--- src/rtl/aes_inv_shift_row_stream.sv ---
// Word-serial AES (Inv)ShiftRows stage.
// Four 32-bit column words are collected into one of two ping-pong banks;
// once a bank is full, its permuted columns are streamed out one per beat
// while the other bank fills. Column byte order: [31:24]=row0 .. [7:0]=row3.
module aes_inv_shift_row_stream #(
    parameter bit INV = 1'b1   // 1: InvShiftRows, 0: forward ShiftRows
) (
    input  logic        clk,
    input  logic        g_rst_n,
    input  logic        abort,
    input  logic        in_valid,
    output logic        in_ready,
    input  logic [31:0] in_word,
    output logic        out_valid,
    input  logic        out_ready,
    output logic [31:0] out_word,
    output logic        out_last,
    output logic        done,
    output logic        busy
);

    // Bank storage: bank_q[bank][column]; contents need no reset.
    logic [31:0] bank_q [2][4];

    logic [1:0]  full_q, full_d;
    logic        wp_q, wp_d;
    logic        rp_q, rp_d;
    logic [1:0]  wcnt_q, wcnt_d;
    logic [1:0]  rcnt_q, rcnt_d;
    logic        in_ready_q, in_ready_d;
    logic        done_q, done_d;

    logic        wr_fire;
    logic        rd_fire;
    logic [31:0] perm_word;

    assign wr_fire = in_valid && in_ready_q;
    assign rd_fire = out_valid && out_ready;

    // Next-state for bank flags, pointers and beat counters.
    // The write side only touches bank wp and the read side only bank rp;
    // since wp==rp implies that bank is either full or not, both sides can
    // update full_d in the same cycle without conflict.
    always_comb begin
        full_d = full_q;
        wp_d   = wp_q;
        rp_d   = rp_q;
        wcnt_d = wcnt_q;
        rcnt_d = rcnt_q;
        done_d = 1'b0;
        if (wr_fire) begin
            wcnt_d = wcnt_q + 2'd1;
            if (wcnt_q == 2'd3) begin
                full_d[wp_q] = 1'b1;
                wp_d         = ~wp_q;
            end
        end
        if (rd_fire) begin
            rcnt_d = rcnt_q + 2'd1;
            if (rcnt_q == 2'd3) begin
                full_d[rp_q] = 1'b0;
                rp_d         = ~rp_q;
                done_d       = 1'b1;
            end
        end
        // Registered ready: look ahead at the bank the write pointer will
        // address next, so a bank freed this cycle is writable immediately.
        in_ready_d = !full_d[wp_d];
    end

    // Control state register; reset and abort flush identically.
    always_ff @(posedge clk) begin
        if (!g_rst_n || abort) begin
            full_q     <= '0;
            wp_q       <= 1'b0;
            rp_q       <= 1'b0;
            wcnt_q     <= '0;
            rcnt_q     <= '0;
            in_ready_q <= 1'b0;
            done_q     <= 1'b0;
        end else begin
            full_q     <= full_d;
            wp_q       <= wp_d;
            rp_q       <= rp_d;
            wcnt_q     <= wcnt_d;
            rcnt_q     <= rcnt_d;
            in_ready_q <= in_ready_d;
            done_q     <= done_d;
        end
    end

    // Capture accepted column words into the current write bank.
    always_ff @(posedge clk) begin
        if (wr_fire) begin
            bank_q[wp_q][wcnt_q] <= in_word;
        end
    end

    // Row r of output column c comes from stored column c-r (inverse)
    // or c+r (forward), modulo 4.
    always_comb begin
        perm_word = '0;
        for (int unsigned r = 0; r < 4; r++) begin
            perm_word[31-8*r -: 8] =
                bank_q[rp_q][INV ? (rcnt_q - 2'(r)) : (rcnt_q + 2'(r))][31-8*r -: 8];
        end
    end

    assign in_ready  = in_ready_q;
    assign out_valid = full_q[rp_q];
    assign out_word  = out_valid ? perm_word : '0;
    assign out_last  = out_valid && (rcnt_q == 2'd3);
    assign done      = done_q;
    assign busy      = (|full_q) || (wcnt_q != 2'd0);

endmodule

--- config.mk ---
export PLATFORM = sky130hd
export DESIGN_NAME = aes_inv_shift_row_stream
export DESIGN_NICKNAME = d
export VERILOG_FILES = /design/src/rtl/aes_inv_shift_row_stream.sv
export SDC_FILE = /design/constraint.sdc
export NUM_CORES = 1
export LEC_CHECK = 0
export CAP_MARGIN = 15
export CORE_UTILIZATION = 30
export CTS_CLUSTER_DIAMETER = 80
export CTS_CLUSTER_SIZE = 30
export DETAILED_ROUTE_END_ITERATION = 16
export SETUP_SLACK_MARGIN = 0.15
export SLEW_MARGIN = 15
export SYNTH_ARGS = -nofsm -noshare
export SYNTH_HDL_FRONTEND = slang
export SYNTH_SLANG_ARGS = --single-unit
--- constraint.sdc ---
create_clock -name clk -period 4.65 [get_ports clk]
set_input_delay 0.6975 -clock clk [delete_from_list [all_inputs] [get_ports clk]]
set_output_delay 0.6975 -clock clk [all_outputs]
set_load 0.005 [all_outputs]
# After elaboration in Yosys (flattened, before gate mapping)
# Memory sizes are Yosys's and may differ from the RTL's. A register that Yosys moved wholly into a read port is not among the register bits.
# Cells that the tools add are included.
[word_totals]
regBits = 10
ramBits = 256
out_inout_bits = 37
word_cells = 85
memories = 1
[memory_table]
columns = ["memory", "words", "word_bits", "read_ports", "rd_clocked_by_memory_dff", "write_ports", "line", "rtl"]
rows = [
  ["bank_q", 2, 128, 1, 1, 1, "23", "logic [31:0] bank_q [2][4];"],
]
[op_classes]
n_addsub = 5
n_lt_le_gt_ge = 11
n_eq_ne = 2
n_mux = 34
bitwise = 11
n_reduce_logical = 14
[op_table]
columns = ["operator", "count"]
rows = [
  ["$bmux W32 S2", 4],
  ["$mux W128", 1],
  ["$mux W32", 4],
  ["$demux W32 S2", 1],
  ["$mux W24", 2],
  ["$mux W16", 2],
  ["$mux W8", 2],
  ["$ge A3 B3 Y1 const B", 5],
  ["$not A2 Y3", 5],
  ["$mux W1", 12],
  ["$mux W2", 4],
  ["$logic_and A1 B1 Y1", 6],
  ["$lt A1 B2 Y1 const B", 3],
  ["$add A2 B1 Y2 const B", 2],
  ["$eq A2 B2 Y1 const B", 2],
  ["$reduce_or A2 Y1", 2],
  ["$sub A2 B2 Y2 const B", 2],
  ["$lt A3 B1 Y1 const B", 1],
  ["$not A1 Y1", 3],
  ["$and A2 B2 Y2", 1],
  ["$demux W1 S1", 2],
  ["$ge A1 B1 Y1 const B", 2],
  ["$logic_not A1 Y1", 2],
  ["$logic_or A1 B1 Y1", 2],
  ["5 further kinds", 5],
]

# Longest topological paths before layout
# Gate-level depths: netlist (run 1).
[depth]
ltp_word = 13
ltp_mapped = 6

# Least setup slack after synthesis (run 1)
# Ideal clock, no wire load.
[synth_timing]
path_kind = "in2reg"
from = "input in_valid"
to = "register in_ready_q, in the netlist in_ready"
setup_ns = 0.117
arrival_ns = 2.086
t_required_ns = 4.533
path_slack_ns = 2.447
cell_stages = 3
path_buffers = 0
path_cell_list = "and4b_1 o21ai_0 a32o_1"
[synth_between]
elab_chain_cells = 8
word_cells_on_any_way = 9
classes_between = "mux (6); bitwise (1); reduce/logical (2)"
[synth_rtl]
columns = ["element", "line", "rtl"]
rows = [
  ["from (decl)", "11", "input logic in_valid,"],
  ["$logic_and A1 B1 Y1 (*)", "37", "assign wr_fire = in_valid && in_ready_q;"],
  ["$mux W2", "51", "if (wr_fire) begin"],
  ["$and A2 B2 Y2 (no line)", "n/a", ""],
  ["$mux W2", "60", "if (rcnt_q == 2'd3) begin"],
  ["$mux W2", "58", "if (rd_fire) begin"],
  ["$mux W1 (implied by the code) (*) (2 in a row)", "68", "in_ready_d = !full_d[wp_d];"],
  ["$logic_not A1 Y1 (*)", "68", ""],
  ["to (signal assigned)", "87", "in_ready_q <= in_ready_d;"],
  ["to (decl)", "30", "logic in_ready_q, in_ready_d;"],
]
# Mark *: on every way between the ends. The rest lies on a longest branch, timed or not. The select of a mux whose other input is x is not followed.
# A chain may end at the register's enable or synchronous reset.

# Worst setup path after layout (run 1)
[layout_timing]
from = "register rcnt_q[0]"
to = "output out_word[20]"
[layout_between]
elab_chain_cells = 6
[layout_rtl]
columns = ["element", "line", "rtl"]
rows = [
  ["from (decl)", "29", "logic [1:0] rcnt_q, rcnt_d;"],
  ["from (signal assigned)", "86", "rcnt_q <= rcnt_d;"],
  ["$sub A2 B1 Y2", "105", "bank_q[rp_q][INV ? (rcnt_q - 2'(r)) : (rcnt_q + 2'(r))][31-8*r -: 8];"],
  ["$not A2 Y3", "105", ""],
  ["$bmux W32 S2", "105", ""],
  ["$mux W24 (2 in a row)", "105", ""],
  ["$mux W32", "111", "assign out_word = out_valid ? perm_word : '0;"],
  ["to (decl)", "16", "output logic [31:0] out_word,"],
]
# Every way passes these cells. The select of a mux whose other input is x is not followed.

==> results of run 1 <==
## cell type report
cell class                 count  area, µm²  area share
sequential                   267       7910       0.647
multi-input combinational    282       2490       0.204
timing repair buffer          81        816      0.0668
tap                          455        569      0.0466
clock buffer                  13        325      0.0266
clock inverter                 6       92.6     0.00758
inverter                       4       15.0     0.00123
antenna                        1       2.50    0.000205
## cell families (layout without fill, tap and decap cells)
| kind of cell | after synthesis | in the layout | synth area share |
|---|---|---|---|
| mux | 130 | 130 | 0.137 |
| other cells | 0 | 1 | 0 |
| buf+inv | 37 | 104 | 0.0263 |
| flops | 267 | 267 | 0.742 |
| fa+ha+maj | 5 | 5 | 0.00587 |
| xor+xnor | 1 | 1 | 0.000822 |
| compound gates | 75 | 75 | 0.0433 |
| simple gates | 71 | 71 | 0.0442 |
## report_power, final
part           switching [mW]  internal [mW]  leakage (nW)
logic                  0.0445         0.0370          1.06
registers             0.00246           2.64          2.40
clock network           0.736          0.638         0.203
## worst max path at each step
stage	to	cells past startpoint
after floorplan	in_ready	3
after global placement	out_word[4]	5
after detailed placement	out_word[1]	5
after CTS	out_word[1]	5
after global routing	out_word[1]	5
final	out_word[20]	5
## metrics by stage
step | cells | instance area (µm²)
2_1_floorplan | 586 | 10700
3_3_place_gp | 1089 | 11800
3_5_place_dp | 1089 | 11800
4_1_cts | 1108 | 12200
5_1_grt | 1108 | 12200
6_report | 1109 | 12200
## per-layer routing
layer	global-route usage	share of wire
met2	0.197	0.45
met3	0.0197	0.044
met4	0.0215	0.013
met1	0.184	0.49
met5	0	0
## state kept, by name, summed over array words and instances (netlist names), named ones only
signal and count:
bank_q 256, rp_q 1, rcnt_q 2, in_ready 1, wcnt_q 2, done 1, full_q 2, wp_q 1
## worst max-delay path, stage by stage, from the launching register on
cell and delay (ns):
dfxtp_1 0.40, ha_1 0.38, nand2b_1 0.73, o22ai_1 0.19, nor3_1 0.35, clkdlybuf4s50_1 0.57
## cell usage in the layout (no fill, tap or decap), types with 2 or more instances in the layout
master	netlist	final
nand3_1	2	2
buf_12	0	2
and2_2	0	3
nand2_1	9	9
mux2_1	12	12
and3_2	0	3
nor3_1	14	14
dfxtp_1	11	10
a21oi_1	5	5
clkdlybuf4s50_1	0	73
edfxtp_1	256	256
inv_1	4	4
o21ai_0	4	4
clkbuf_16	0	13
buf_4	2	6
nand2b_1	5	5
nor2_1	6	6
or2_1	2	2
nor3_2	19	19
mux2_2	116	116
ha_1	5	5
bufinv_16	0	2
o22ai_1	65	65
and2_1	5	2
==> impl_metrics.json, run 1 <==
{
  "clkSinkCount": 267,
  "place_hpwl_um": 12500,
  "worstReg2RegStart": "wcnt_q[0]",
  "whs_endpoint": "wcnt_q[1]",
  "slew_violations": 0,
  "whs_ns": 0.514,
  "grt_pass1_vias": 5426,
  "finalSetupViolations": 0,
  "avgViaCountPerCell": 4.86,
  "num_vias": 5385,
  "ctsHoldBuffers": 0,
  "numCtsBuffers": 13,
  "grt_remaining_overflow": 0,
  "arrival_ns": 3.12,
  "period_share": 0.820,
  "cts_tree": "yes",
  "syn_to_final_growth_pct": 14.7,
  "io_buffers": 73,
  "final.fill_count": 3308,
  "drtIter0Drc": 359,
  "cts.root.buffer_cell": "clkbuf_16",
  "rsz0062_at_grt": "false",
  "initial_utilization": 0.307,
  "power_mw": 4.10,
  "maxCapViolCount": 0,
  "status": "completed",
  "insertion_delay_ns": 0.49,
  "synth_fp_nets": 628,
  "syn-cell-area_um2": 10700,
  "synth_top_area_frac": 0.722,
  "place_ws_ns": 1.34,
  "fin_crit_ns": 3.81,
  "wl_um": 22600,
  "die_x_um": 190,
  "tightest_slew_ns": 1.08,
  "fin_worst_skew_ns": 0.0104,
  "die_y_um": 190,
  "hp-start": "wcnt_q[1]",
  "yosysSeqAreaShare": 0.742,
  "die_area_um2": 36300,
  "p_per_area_nw_per_um2": 335,
  "yosysWarnings": 0,
  "slew_headroom": 0.277,
  "post-route-util": 0.352,
  "first_pass_iters": 5,
  "setup_ws_ns": 0.837,
  "tns_ns": 0,
  "synthFlopType": "edfxtp_1",
  "post-cts-setup-buffers": 0,
  "async_reset_ff_frac": 0,
  "vdd_drop_max_uv": 190,
  "row_count": 68,
  "wire_per_inst_um": 20.4,
  "drive_gt1_frac": 0.263,
  "grt_max_degree": 55,
  "clk_path_buf_depth": 3,
  "min_path_type": "flop to flop",
  "grt_first_pass_wirelength_um": 33900,
  "gp_congestion": 0.694,
  "ant_nets": 0,
  "synth.distinct_cells": 32,
  "cts_resized": 0,
  "antenna_found_initial": 1,
  "critPathCaptureType": "output port",
  "htree_levels": 1,
  "ff2ff_path_depth": 3,
  "syn_avg_cell_area_um2": 18.2,
  "synth_area_leaders": "edfxtp_1 72%, mux2_2 12%, o22ai_1 3.8%, dfxtp_1 2.1%, nor3_2 1.8%",
  "cp_data_required_time_ns": 3.95,
  "synth_seq_cells": 267,
  "cp_max_fo": 16,
  "hold-path-cell-count": 2,
  "fmax_mhz": 262,
  "p_leak_nw": 3.66,
  "reg2reg_slack_ns": 2.65,
  "hold_viol_final": 0,
  "cp-start-kind": "flop",
  "core_um2": 34700,
  "cts.clk_slew.worst_paths_ns": 0.11,
  "syn-instance-count": 586,
  "synthTopCellsByCount": "256 x edfxtp_1, 116 x mux2_2, 65 x o22ai_1",
  "synth_top_area_cell": "edfxtp_1",
  "finalNetCount": 691,
  "drc": 0,
  "critPathKind": "flop to output port",
  "r2r-end": "bank_q[0][28]",
  "synth_most_common_cell": "edfxtp_1",
  "startpoint": "rcnt_q[0]",
  "synth_edf_count": 256,
  "track_usage": 0.125,
  "io_pins": 74
}
(Power assumes the default switching activity.)
==> run 2, diff against run 1 <==
Clock period 4.65 ns to 3.9 ns, I/O delays scaled along.
==> run 2 against run 1 <==
Compared with the run above:
- core utilization is 0.57 points higher
- first-iteration DRC count is 7.8% higher
- final cell count is 1.7% higher
- register-to-register slack worse by 0.86 ns
- clock skew hardly changed
- critical endpoint is now out_word[18]
- global-route usage is 0.46 points higher
==> impl_metrics.json, run 2 (synthesis gave the netlist of run 1 again) <==
{
  "finalSetupViolations": 0,
  "cp_data_required_time_ns": 3.31,
  "tightest_slew_ns": 0.825,
  "placed_cell_area_um2": 11900,
  "track_usage": 0.130,
  "wire_per_inst_um": 20.7,
  "status": "completed",
  "cp_max_fo": 11,
  "final_area_um2": 12400,
  "place_ws_ns": 0.863,
  "drtIter0Drc": 387,
  "core_um2": 34700,
  "tns_ns": 0,
  "ant_nets": 0,
  "first_pass_iters": 4,
  "numCtsBuffers": 14,
  "antenna_found_initial": 1,
  "die_x_um": 190,
  "wl_um": 23400,
  "critPathCaptureType": "output port",
  "p_leak_nw": 3.76,
  "initial_utilization": 0.307,
  "rsz0062_at_grt": "false",
  "final_common_cell": "edfxtp_1",
  "post-cts-setup-buffers": 0,
  "grt_max_degree": 41,
  "row_count": 68,
  "cts.clk_slew.worst_paths_ns": 0.11,
  "period_share": 0.893,
  "htree_levels": 1,
  "grt_remaining_overflow": 0,
  "grt_pass1_vias": 5665,
  "arrival_ns": 2.90,
  "grt_first_pass_wirelength_um": 35000,
  "io_buffers": 73,
  "mostFrequentLayoutCells": "256 x edfxtp_1, 116 x mux2_2, 73 x clkdlybuf4s50_1, 65 x o22ai_1, 19 x nor3_2",
  "critPathKind": "flop to output port",
  "clkSinkCount": 267,
  "min_path_type": "flop to flop",
  "cts_tree": "yes",
  "hold_viol_final": 0,
  "num_vias": 5478,
  "drive_gt1_frac": 0.286,
  "finalNetCount": 706,
  "die_area_um2": 36300,
  "top_register": "bank_q",
  "vdd_drop_max_uv": 220,
  "setup_ws_ns": 0.418,
  "place_hpwl_um": 14300,
  "fmax_mhz": 287,
  "p_per_area_nw_per_um2": 398,
  "maxCapViolCount": 0,
  "cts.root.buffer_cell": "clkbuf_16",
  "insertion_delay_ns": 0.50,
  "io_pins": 74,
  "cp-start-kind": "flop",
  "clk_path_buf_depth": 3,
  "slew_headroom": 0.450,
  "ctsHoldBuffers": 0,
  "fin_worst_skew_ns": 0.00996,
  "die_y_um": 190,
  "avgViaCountPerCell": 4.86,
  "gp_congestion": 0.720,
  "fin_crit_ns": 3.48,
  "syn_to_final_growth_pct": 16.5,
  "drc": 0,
  "slew_violations": 0,
  "largest_reg_flops": 256
}
## run 2: cell count changes in the layout (fill, tap and decap cells not counted), sizes merged
cell,change
buf,+14
clkbuf,+4
clkinvlp,-1
inv,+2
clkinv,+2
bufinv,-2
## run 2: routing by layer
layer	vias up	routed length [µm]	track usage
met5	-	0	0
met4	0	322	0.0215
met3	21	1130	0.0184
met2	137	10700	0.205
met1	2840	11200	0.191
li1	2480	-	-
## run 2: through the flow
| stage | instances | hold slack (ns) | total power [mW] | util |
|---|---|---|---|---|
| 2_1_floorplan | 586 | 0.469 | 3.24 | - |
| 3_3_place_gp | 1103 | 0.486 | 3.31 | 0.344 |
| 3_5_place_dp | 1103 | 0.496 | 3.32 | 0.344 |
| 4_1_cts | 1127 | 0.517 | 4.99 | 0.357 |
| 5_1_grt | 1127 | 0.544 | 5.08 | 0.358 |
| 6_report | 1128 | 0.514 | 4.94 | 0.358 |
## run 2: critical path, stage by stage (launching register included)
cell	delay, ns
dfxtp_1	0.53
ha_1	0.36
nand2b_2	0.21
buf_4	0.24
o22ai_1	0.10
nor3_1	0.39
clkdlybuf4s50_1	0.58
## run 2: report_power, final
part	total (mW)	switching [mW]	internal, mW
combinational	0.0998	0.0540	0.0458
clock	1.69	0.940	0.750
sequential	3.15	0.00332	3.15
total	4.94	0.997	3.94
## run 2: path summary, 6_finish.rpt
kind | start | cells past startpoint | to | slack, ns
worst max-delay path | rcnt_q[0] | 6 | out_word[18] | 0.42
worst min-delay path | wcnt_q[1] | 2 | wcnt_q[1] | 0.51
worst max register to register | wcnt_q[0] | 3 | bank_q[1][10] | 1.79
worst min register to register | wcnt_q[1] | 2 | wcnt_q[1] | 0.51
## run 2: cell type report
cell class | count | area (µm²)
antenna | 1 | 2.50
clock inverter | 7 | 78.8
tap | 455 | 569
timing repair buffer | 95 | 958
multi-input combinational | 282 | 2500
fill | 3279 | 22300
inverter | 4 | 15.0
sequential | 267 | 7910
clock buffer | 17 | 383
## run 2: what timing repair did
item / 4_1_cts / 5_1_grt
hold endpoints to repair: 0 / 0
setup endpoints to repair: 0 / 1
gates resized for setup: 0 / 4
==> run 3, diff against run 2 <==
Settings changed: CORE_UTILIZATION 30 to 50, PLACE_DENSITY set to 0.69, SLEW_MARGIN 15 to 30.
==> run 3 against run 2 <==
Compared with the run above:
- fmax is 1.5% higher
- final cell count is 17% lower
- flip-flop and latch count stayed put
- first-iteration DRC count is 32% higher
- cell area is 2.6% lower
- power is 3.1% lower
- sequential power hardly changed
- core utilization is 22 points higher
- sequential share of layout area is 1.7 points higher
- non-clock buffer count is 1 lower
- critical endpoint is now out_word[5]
- largest cell class unchanged
- highest routed layer unchanged
==> impl_metrics.json, run 3 (synthesis gave the netlist of run 1 again) <==
{
  "status": "completed",
  "grt_max_degree": 49,
  "min_path_type": "flop to flop",
  "cts.root.buffer_cell": "clkbuf_16",
  "p_per_area_nw_per_um2": 396,
  "fmax_mhz": 291,
  "place_hpwl_um": 12100,
  "fin_crit_ns": 3.43,
  "power_mw": 4.79,
  "cp_data_required_time_ns": 3.31,
  "grt_remaining_overflow": 0,
  "die_area_um2": 21900,
  "gp_congestion": 0.713,
  "arrival_ns": 2.85,
  "wl_um": 21000,
  "ant_nets": 0,
  "final_area_um2": 12100,
  "avgViaCountPerCell": 5.66,
  "cp-start-kind": "flop",
  "drtIter0Drc": 510,
  "wire_per_inst_um": 22.3,
  "numCtsBuffers": 13,
  "finalSetupViolations": 0,
  "critPathKind": "flop to output port",
  "core_um2": 21000,
  "htree_levels": 1,
  "antenna_found_initial": 0,
  "finalNetCount": 704,
  "p_switching_mw": 0.882,
  "num_vias": 5322,
  "slew_headroom": 0.391,
  "power_frac_comb": 0.020,
  "tightest_slew_ns": 0.911,
  "die_y_um": 148,
  "p_leak_nw": 3.73,
  "initial_utilization": 0.508,
  "first_pass_iters": 5,
  "period_share": 0.880,
  "vdd_drop_max_uv": 288,
  "syn_to_final_growth_pct": 13.5,
  "rsz0062_at_grt": "false",
  "switching_share": 0.184,
  "critPathCaptureType": "output port",
  "grt_first_pass_wirelength_um": 32100,
  "reg2reg_slack_ns": 1.96,
  "final_common_cell": "edfxtp_1",
  "io_buffers": 73,
  "tns_ns": 0,
  "clk_path_buf_depth": 3,
  "io_pins": 74,
  "top_register": "bank_q",
  "cp_max_fo": 11,
  "placed_cell_area_um2": 11700,
  "slew_violations": 0,
  "track_usage": 0.197,
  "maxCapViolCount": 0,
  "largest_reg_flops": 256,
  "cts.clk_slew.worst_paths_ns": 0.11,
  "hold_viol_final": 0,
  "ctsHoldBuffers": 0,
  "mostFrequentLayoutCells": "256 x edfxtp_1, 116 x mux2_2, 73 x clkdlybuf4s50_1, 65 x o22ai_1, 19 x nor3_2",
  "insertion_delay_ns": 0.48,
  "clkSinkCount": 267,
  "diodes": 0,
  "grt_pass1_vias": 5596,
  "seq_power_share": 0.658,
  "p_int_mw": 3.90,
  "fin_worst_skew_ns": 0.0158,
  "die_x_um": 148,
  "row_count": 53,
  "drive_gt1_frac": 0.273,
  "cts_tree": "yes",
  "clkPwrFrac": 0.322,
  "drc": 0
}
-- run 3: cell count changes in the layout (fill, tap and decap cells not counted), sizes merged --
cell	before	now
clkbuf	17	16
diode	1	0
clkinv	3	0
inv	8	7
buf	22	21
-- run 3: worst paths after layout --
path / cells after the start / end / from
max reg2reg: 3 / bank_q[1][29] / wcnt_q[0]
max: 6 / out_word[5] / rcnt_q[0]
min reg2reg: 2 / wcnt_q[1] / wcnt_q[1]
min: 2 / wcnt_q[1] / wcnt_q[1]
-- run 3: per-stage QoR --
step	cells	worst slack (ns)	util	hold WS (ns)
floorplan	586	1.81	-	0.469
global placement	922	0.901	0.557	0.478
detailed placement	922	0.825	0.557	0.501
CTS	941	0.273	0.577	0.515
global route	941	0.315	0.577	0.547
finish	941	0.468	0.577	0.505
-- run 3: metal layers --
layer | global-route usage | vias to the layer above | share of wire
met2 | 0.324 | 162 | 0.48
li1 | - | 2472 | -
met1 | 0.283 | 2670 | 0.44
met5 | 0 | - | 0
met4 | 0.0433 | 0 | 0.012
met3 | 0.0228 | 18 | 0.074
-- run 3: area by class of cell --
type / count / area (µm²)
Fill cell: 1598 / 8870
Sequential cell: 267 / 7910
Multi-Input combinational cell: 282 / 2480
Timing Repair Buffer: 94 / 926
Clock buffer: 16 / 379
Tap cell: 275 / 344
Clock inverter: 3 / 28.8
Inverter: 4 / 15.0
-- run 3: power groups by stage --
stage / logic [mW] / clock network [mW] / registers (mW)
final: 0.0959 / 1.54 / 3.15
after global routing: 0.104 / 1.68 / 3.15
after CTS: 0.0967 / 1.59 / 3.15
after detailed placement: 0.0962 / 0 / 3.22
after global placement: 0.0902 / 0 / 3.21
after floorplan: 0.0203 / 0 / 3.22
-- run 3: worst max-delay path, cell delays in order (launching register included) --
cell and delay [ns]:
dfxtp_1 0.40, ha_1 0.42, or2_2 0.32, buf_4 0.21
o22ai_1 0.09, nor3_1 0.34, clkdlybuf4s50_1 0.58
-- run 3: repair_timing --
item	in CTS	in global routing
setup endpoints to repair	0	2
buffers inserted	0	0
resized for setup	0	2
